==> src/rtl/instr_fetch_unit.sv <==
// Instruction fetch unit: requests one word at pc, holds it for the execute
// stage, then advances pc (sequential or branch) and counts retired instructions.
module instr_fetch_unit #(
    parameter logic [31:0] RESET_PC    = 32'h0000_0000,
    parameter int          ACK_TIMEOUT = 16
) (
    input  logic        clk,
    input  logic        rst_n,
    output logic        imem_req,
    output logic [31:0] imem_addr,
    input  logic        imem_ack,
    input  logic [31:0] imem_rdata,
    output logic [31:0] instr,
    output logic        instr_valid,
    output logic [31:0] pc,
    input  logic        exec_ready,
    input  logic        pc_src,
    input  logic [31:0] imm_ext,
    output logic        fault,
    output logic [31:0] instret
);

    localparam int TW = (ACK_TIMEOUT > 1) ? $clog2(ACK_TIMEOUT) : 1;
    localparam logic [TW-1:0] TMO_LAST = TW'(ACK_TIMEOUT - 1);
    localparam logic [31:0] NOP = 32'h0000_0013;

    typedef enum logic [1:0] {
        RST_WAIT,
        FETCH,
        ISSUE,
        HALT
    } state_t;

    state_t        state_reg, state_next;
    logic [31:0]   pc_reg, pc_next;
    logic [31:0]   instr_reg, instr_next;
    logic [31:0]   instret_reg, instret_next;
    logic          fault_reg, fault_next;
    logic          valid_reg, valid_next;
    logic [TW-1:0] tmo_reg, tmo_next;
    logic [31:0]   target;

    assign target = pc_src ? (pc_reg + imm_ext) : (pc_reg + 32'd4);

    always_ff @(posedge clk or negedge rst_n) begin
        if (!rst_n) begin
            state_reg   <= RST_WAIT;
            pc_reg      <= RESET_PC;
            instr_reg   <= NOP;
            instret_reg <= '0;
            fault_reg   <= 1'b0;
            valid_reg   <= 1'b0;
            tmo_reg     <= '0;
        end else begin
            state_reg   <= state_next;
            pc_reg      <= pc_next;
            instr_reg   <= instr_next;
            instret_reg <= instret_next;
            fault_reg   <= fault_next;
            valid_reg   <= valid_next;
            tmo_reg     <= tmo_next;
        end
    end

    always_comb begin
        state_next   = state_reg;
        pc_next      = pc_reg;
        instr_next   = instr_reg;
        instret_next = instret_reg;
        fault_next   = fault_reg;
        tmo_next     = tmo_reg;
        case (state_reg)
            RST_WAIT: begin
                state_next = FETCH;
                tmo_next   = '0;
            end
            FETCH: begin
                // An ack on the final allowed cycle still wins over the timeout.
                if (imem_ack) begin
                    instr_next = imem_rdata;
                    state_next = ISSUE;
                    tmo_next   = '0;
                end else if (tmo_reg == TMO_LAST) begin
                    state_next = HALT;
                    fault_next = 1'b1;
                end else begin
                    tmo_next = tmo_reg + TW'(1);
                end
            end
            ISSUE: begin
                if (exec_ready) begin
                    instret_next = instret_reg + 32'd1;
                    if (target[1:0] != 2'b00) begin
                        state_next = HALT;
                        fault_next = 1'b1;
                    end else begin
                        pc_next    = target;
                        state_next = FETCH;
                        tmo_next   = '0;
                    end
                end
            end
            HALT: begin
                fault_next = 1'b1;
            end
            default: begin
                state_next = HALT;
                fault_next = 1'b1;
            end
        endcase
        valid_next = (state_next == ISSUE);
    end

    // Request is a decode of the state register so reset removes it at once.
    assign imem_req    = (state_reg == FETCH);
    assign imem_addr   = pc_reg;
    assign pc          = pc_reg;
    assign instr       = instr_reg;
    assign instr_valid = valid_reg;
    assign instret     = instret_reg;
    assign fault       = fault_reg;

endmodule

==> config.mk <==
export PLATFORM = sky130hd
export DESIGN_NAME = instr_fetch_unit
export DESIGN_NICKNAME = d
export VERILOG_FILES = /design/src/rtl/instr_fetch_unit.sv
export SDC_FILE = /design/constraint.sdc
export NUM_CORES = 1
export LEC_CHECK = 0
export CAP_MARGIN = 20
export CORE_UTILIZATION = 52
export CTS_CLUSTER_DIAMETER = 30
export CTS_CLUSTER_SIZE = 12
export DETAILED_ROUTE_END_ITERATION = 8
export PLACE_DENSITY_LB_ADDON = 0.1
export SKIP_CTS_REPAIR_TIMING = 1
export SYNTH_ARGS = -nofsm -noshare
export SYNTH_HDL_FRONTEND = slang
export SYNTH_SLANG_ARGS = --single-unit
==> constraint.sdc <==
create_clock -name clk -period 4.2 [get_ports clk]
set_input_delay 0.84 -clock clk [delete_from_list [all_inputs] [get_ports clk]]
set_output_delay 0.84 -clock clk [all_outputs]
set_load 0.05 [all_outputs]
==> results of run 1 <==
-- kinds of logic after synthesis --
family | count (synthesis) | share of synthesized area, %
XOR/XNOR | 58 | 7.51
multiplexers | 39 | 6.42
AND/OR/NAND/NOR | 216 | 17.0
AO/OA/AOI/OAI | 185 | 18.2
buffers and inverters | 70 | 5.73
adder cells (fa/ha/maj) | 35 | 6.58
flip-flops | 104 | 38.5
-- area by class of cell --
cell class	instances	share of cell area, %
inverter	14	0.580
tap	172	2.38
timing repair buffer	210	23.1
clock buffer	13	2.98
clock inverter	3	0.511
sequential	104	28.8
multi-input combinational	533	41.7
-- cells in the final DEF, fill, tap and decap left out, types with 9 or more instances in the layout --
cell type,n
sky130_fd_sc_hd__clkdlybuf4s50_1,198
sky130_fd_sc_hd__dfrtp_1,101
sky130_fd_sc_hd__a21oi_1,54
sky130_fd_sc_hd__nand2_1,47
sky130_fd_sc_hd__nand3_1,40
sky130_fd_sc_hd__xnor2_1,38
sky130_fd_sc_hd__nor2_1,36
sky130_fd_sc_hd__mux2_2,35
sky130_fd_sc_hd__ha_1,34
sky130_fd_sc_hd__o21ai_0,25
sky130_fd_sc_hd__xor2_1,20
sky130_fd_sc_hd__and3_1,18
sky130_fd_sc_hd__a21o_1,18
sky130_fd_sc_hd__o22ai_1,16
sky130_fd_sc_hd__nor3_1,15
sky130_fd_sc_hd__inv_1,14
sky130_fd_sc_hd__and4_1,13
sky130_fd_sc_hd__nand4_1,12
sky130_fd_sc_hd__buf_4,11
sky130_fd_sc_hd__clkbuf_16,9
-- path summary, 6_finish.rpt --
check                             start            end  slack, ns  cells after the start
setup / recovery             imm_ext[0]  imem_addr[26]       0.77                     11
hold / removal                    rst_n    instret[18]       0.37                      1
setup reg to reg           imem_addr[0]  imem_addr[26]       1.17                     10
hold reg to reg             instret[31]    instret[31]       0.48                      1
max in group asynchronous         rst_n  imem_addr[16]       2.90                      3
min in group clk            instret[31]    instret[31]       0.48                      1
-- worst register-to-register path: stages (launching register included) --
cell	delay (ns)
sky130_fd_sc_hd__dfrtp_1	0.46
sky130_fd_sc_hd__ha_1	0.28
sky130_fd_sc_hd__fa_1	0.42
sky130_fd_sc_hd__a21o_1	0.22
sky130_fd_sc_hd__a221o_2	0.40
sky130_fd_sc_hd__a211oi_1	0.32
sky130_fd_sc_hd__o21ai_1	0.18
sky130_fd_sc_hd__a21oi_2	0.19
sky130_fd_sc_hd__o21ai_0	0.13
sky130_fd_sc_hd__xnor2_1	0.19
sky130_fd_sc_hd__a21oi_1	0.09
-- layer usage --
metal / vias up / share of wire (%)
met5: - / 0
met3: 29 / 6.2
met1: 2928 / 42
met4: 0 / 2.0
met2: 230 / 50
li1: 2918 / -
-- power breakdown --
part	leakage, nW	internal, mW	total (mW)	switching [mW]
Clock	0.152	0.514	0.881	0.367
Sequential	1.31	1.23	1.44	0.207
Combinational	2.43	0.876	2.37	1.50
Total	3.89	2.62	4.69	2.07
==> results.json, run 1 <==
{
  "async_set_or_reset_register_ratio_after_synthesis_pct": 100,
  "library_cell_contributing_the_largest_single_delay_on_the_critical_path": "sky130_fd_sc_hd__fa_1",
  "post-synth-top-area-fraction_pct": 37.4,
  "ys.flop_type": "sky130_fd_sc_hd__dfrtp_1",
  "design_power_total_mw": 4.69,
  "syn_nets": 811,
  "detailed_place.area_mm2": 0.00871,
  "synth_enable_flop_cells": 0,
  "tritoncts": "yes",
  "clkTransAtPathRegs_ns": 0.07,
  "critical_path_arrival_ns": 3.60,
  "final-hold-violation-count": 0,
  "ys_ff_latch": 104,
  "avgRoutedWirePerCell_um": 17.5,
  "finalCritPeriodShare_pct": 81.7,
  "multi_input_area_mm2": 0.00377,
  "power.static_leakage_nw": 3.89,
  "cp-end-kind": "flop",
  "yosys.cell_types.count": 66,
  "relSlewSlack_pct": 27.4,
  "synth_top_cells_by_count": "sky130_fd_sc_hd__dfrtp_1 (101), sky130_fd_sc_hd__a21oi_1 (54), sky130_fd_sc_hd__nand2_1 (47)",
  "cts_sinks": 104,
  "worstMarginPinSlew_ns": 1.09,
  "yosys.cell_count.top_type": "sky130_fd_sc_hd__dfrtp_1",
  "totalWireLength_um": 18400,
  "timing.max_cap.violations": 0,
  "aggregate_global_route_resource_usage_pct": 27.4,
  "clockRootBuffer": "sky130_fd_sc_hd__clkbuf_16",
  "yosysTopAreaCell": "sky130_fd_sc_hd__dfrtp_1",
  "hold_path_class": "primary input to async pin",
  "drc": 0,
  "grt_setup_unrepaired": "false",
  "design.core.area_mm2": 0.0127,
  "power-per-cell-area_mw_per_mm2": 518,
  "die_y_um": 116,
  "global_route.peak_usage_layer": "met2",
  "worst_path_largest_cell_delay_ns": 0.42,
  "cts_buffers": 9,
  "pin_count_of_the_biggest_net_entering_global_routing": 92,
  "final_max_slew_viol_count": 0,
  "htree_levels": 3,
  "numPlacedInstances": 1032,
  "fin_cells": 1049,
  "design_area_mm2": 0.00906,
  "grt_first_pass_wirelength_um": 28600,
  "clk_latency_ns": 0.34,
  "regArea_mm2": 0.00261,
  "die_area_mm2": 0.0135,
  "setup_tns_ns": 0,
  "antenna-diode-count": 0,
  "clock_skew_ns": 0.00806,
  "whs_ns": 0.368,
  "num-fill-cells": 1002,
  "dpl_worst_slack_ns": 0.449,
  "port_buffers": 199,
  "die_width_um": 116,
  "rows": 41,
  "initialDrtViolationCount": 358,
  "timing.final.crit_period_ns": 3.43,
  "synth.yosys.seq_area_share_pct": 38.5,
  "layout-area-overhead-vs-synth_pct": 33.9,
  "timing.critical_path.buf_inv": 1,
  "grt_pass1_vias": 5911,
  "dpl.hpwl_um": 14000,
  "global_route.overflow_total": 0,
  "routing_usage_on_met1_pct": 33.9,
  "ios": 200,
  "globalplace.congestion": 0.892,
  "post_synthesis_cells": 707,
  "crit_path_start_kind": "primary input",
  "number_of_antenna_violations_at_the_first_check_in_global_routing": 0,
  "drt_pre_antenna_iters": 5,
  "ratio_of_cells_with_drive_above_1_in_the_final_layout_pct": 9.24,
  "route.antenna.remaining_nets": 0,
  "timing.setup.critical_path_class": "primary input to flop",
  "timing.final.ws_setup_ns": 0.769,
  "num_vias": 6105,
  "max_freq_mhz": 291,
  "setup_viol": 0,
  "timing.critical_path.fanout_max": 4,
  "irDropWorstVdd_mv": 0.267,
  "layout.nets": 976,
  "cell_breakdown_of_the_critical_path": "clkdlybuf4s50_1 -> ha_1 -> fa_1 -> a21o_1 -> a221o_2 -> a211oi_1 -> o21ai_1 -> a21oi_2 -> o21ai_0 -> xnor2_1 -> a21oi_1",
  "synthesis.area_per_instance_um2": 9.57,
  "critical-path-top-delay-family": "compound AO/OA/AOI/OAI gates",
  "ys.warnings.count": 0,
  "global_route.usage.met3_pct": 4.71,
  "synthesis.area_mm2": 0.00677,
  "groute.layer.met2.usage_pct": 48.5,
  "synthTopCellsByArea": "sky130_fd_sc_hd__dfrtp_1 (37%), sky130_fd_sc_hd__ha_1 (6.3%), sky130_fd_sc_hd__mux2_2 (5.8%), sky130_fd_sc_hd__xnor2_1 (4.9%), sky130_fd_sc_hd__a21oi_1 (4.0%)",
  "final_core_util_pct": 71.5,
  "max-clock-path-buffers": 2,
  "via_to_cell_ratio": 5.82,
  "effective_utilization_at_floorplan_pct": 53.4,
  "worst-endpoint-required_ns": 4.37,
  "run_status": "completed"
}
Power figures use the tool's default switching activity.
==> run 2, diff against run 1 <==
CORE_UTILIZATION = 48   (was 52)
clock period = 3.5 ns   (was 4.2 ns; I/O delays follow)
==> run 2 against run 1 <==
Hold slack got worse by 0.031 ns. Utilization decreased by 5.5 points. Via count increased by 1.0%. Sequential share of layout area decreased by 0.19 points. First-iteration DRC count increased by 27%. Cell count increased by 1.5%.
==> results.json, run 2 (synthesis gave the netlist of run 1 again) <==
{
  "run_status": "completed",
  "cts_sinks": 104,
  "setup_tns_ns": 0,
  "via_to_cell_ratio": 5.79,
  "cts_buffers": 9,
  "globalplace.congestion": 0.924,
  "whs_ns": 0.336,
  "power-per-cell-area_mw_per_mm2": 619,
  "setup_viol": 0,
  "pin_count_of_the_biggest_net_entering_global_routing": 63,
  "die_width_um": 121,
  "power.static_leakage_nw": 3.93,
  "worstMarginPinSlew_ns": 0.901,
  "worst-endpoint-required_ns": 3.72,
  "max-clock-path-buffers": 2,
  "tritoncts": "yes",
  "port_buffers": 199,
  "antenna-diode-count": 0,
  "htree_levels": 3,
  "layout.nets": 984,
  "relSlewSlack_pct": 39.7,
  "ios": 200,
  "rows": 43,
  "cp-end-kind": "flop",
  "clkTransAtPathRegs_ns": 0.07,
  "final-hold-violation-count": 0,
  "totalWireLength_um": 18300,
  "finalCritPeriodShare_pct": 89.3,
  "highest_count_cells_in_the_layout_ignoring_fill_and_taps": "sky130_fd_sc_hd__clkdlybuf4s50_1 (198), sky130_fd_sc_hd__dfrtp_1 (101), sky130_fd_sc_hd__a21oi_1 (54)",
  "num_vias": 6168,
  "timing.final.crit_period_ns": 3.13,
  "dpl.hpwl_um": 13800,
  "ratio_of_cells_with_drive_above_1_in_the_final_layout_pct": 10.2,
  "aggregate_global_route_resource_usage_pct": 25.6,
  "clk_latency_ns": 0.36,
  "die_y_um": 121,
  "timing.critical_path.fanout_max": 4,
  "max_freq_mhz": 320,
  "design.core.area_mm2": 0.0138,
  "number_of_antenna_violations_at_the_first_check_in_global_routing": 0,
  "timing.setup.critical_path_class": "primary input to flop",
  "most_frequent_standard_cell_in_the_layout_excluding_fill_and_tap_cells": "sky130_fd_sc_hd__clkdlybuf4s50_1",
  "grt_setup_unrepaired": "false",
  "crit_path_start_kind": "primary input",
  "critical_path_arrival_ns": 3.35,
  "timing.max_cap.violations": 0,
  "grt_pass1_vias": 6037,
  "drt_pre_antenna_iters": 5,
  "layout-area-overhead-vs-synth_pct": 34.8,
  "initialDrtViolationCount": 455,
  "grt_first_pass_wirelength_um": 29500,
  "effective_utilization_at_floorplan_pct": 48.9,
  "clock_skew_ns": 0.00894,
  "r2r.worst_path.cells": 9,
  "avgRoutedWirePerCell_um": 17.2,
  "route.antenna.remaining_nets": 0,
  "final_max_slew_viol_count": 0,
  "hold_path_class": "primary input to async pin",
  "global_route.overflow_total": 0,
  "clockRootBuffer": "sky130_fd_sc_hd__clkbuf_16",
  "irDropWorstVdd_mv": 0.344,
  "drc": 0,
  "die_area_mm2": 0.0146
}
run 2: path summary, 6_finish.rpt:
check / slack [ns] / start / end
setup reg to reg: 0.61 / imem_addr[24] / imem_addr[31]
hold / removal: 0.34 / rst_n / instret[20]
hold reg to reg: 0.48 / instret[31] / instret[31]
setup / recovery: 0.37 / imm_ext[0] / imem_addr[31]
max in group asynchronous: 2.39 / rst_n / instr[1]
min in group clk: 0.48 / instret[31] / instret[31]
run 2: final cells by class:
type	count	area, um2
clock buffer	9	225
clock inverter	7	88.8
fill	1096	4710
inverter	14	52.6
multi-input combinational	533	3770
sequential	104	2610
tap	180	225
timing repair buffer	218	2140
run 2: where the power goes:
part           switching (mW)  internal [mW]  leakage [nW]
Sequential              0.240           1.48          1.31
Clock                   0.497          0.572         0.155
Combinational            1.79           1.07          2.47
Total                    2.53           3.12          3.93
run 2: routing by layer:
metal	part of all wire (%)	up-vias	GRT usage (%)	routed length [um]
met4	1.9	0	8.87	347
met3	5.6	25	3.68	1030
met5	0	-	0	0
met2	50	244	43.8	9160
met1	43	2972	33.0	7810
li1	-	2927	-	-
run 2: critical path, cell delays in order:
cell	delay, ns
sky130_fd_sc_hd__clkdlybuf4s50_1	0.41
sky130_fd_sc_hd__ha_1	0.22
sky130_fd_sc_hd__buf_4	0.14
sky130_fd_sc_hd__a211oi_1	0.35
sky130_fd_sc_hd__o211ai_1	0.18
sky130_fd_sc_hd__and4_1	0.22
sky130_fd_sc_hd__a211o_1	0.30
sky130_fd_sc_hd__o211ai_1	0.28
sky130_fd_sc_hd__a2111oi_0	0.16
sky130_fd_sc_hd__nor4_1	0.25
sky130_fd_sc_hd__o211ai_1	0.13
run 2: stage by stage:
step / power [mW] / cells / worst slack (ns) / utilization [%] / area (um2)
after floorplan: 3.68 / 707 / 0.529 / - / 6770
after CTS: 5.66 / 1065 / 0.399 / 65.9 / 9120
after global placement: 4.54 / 1049 / 0.0528 / 63.7 / 8800
final: 5.64 / 1065 / 0.373 / 65.9 / 9120
after global routing: 5.91 / 1065 / 0.153 / 65.9 / 9120
after detailed placement: 4.59 / 1049 / 0.0527 / 63.7 / 8800
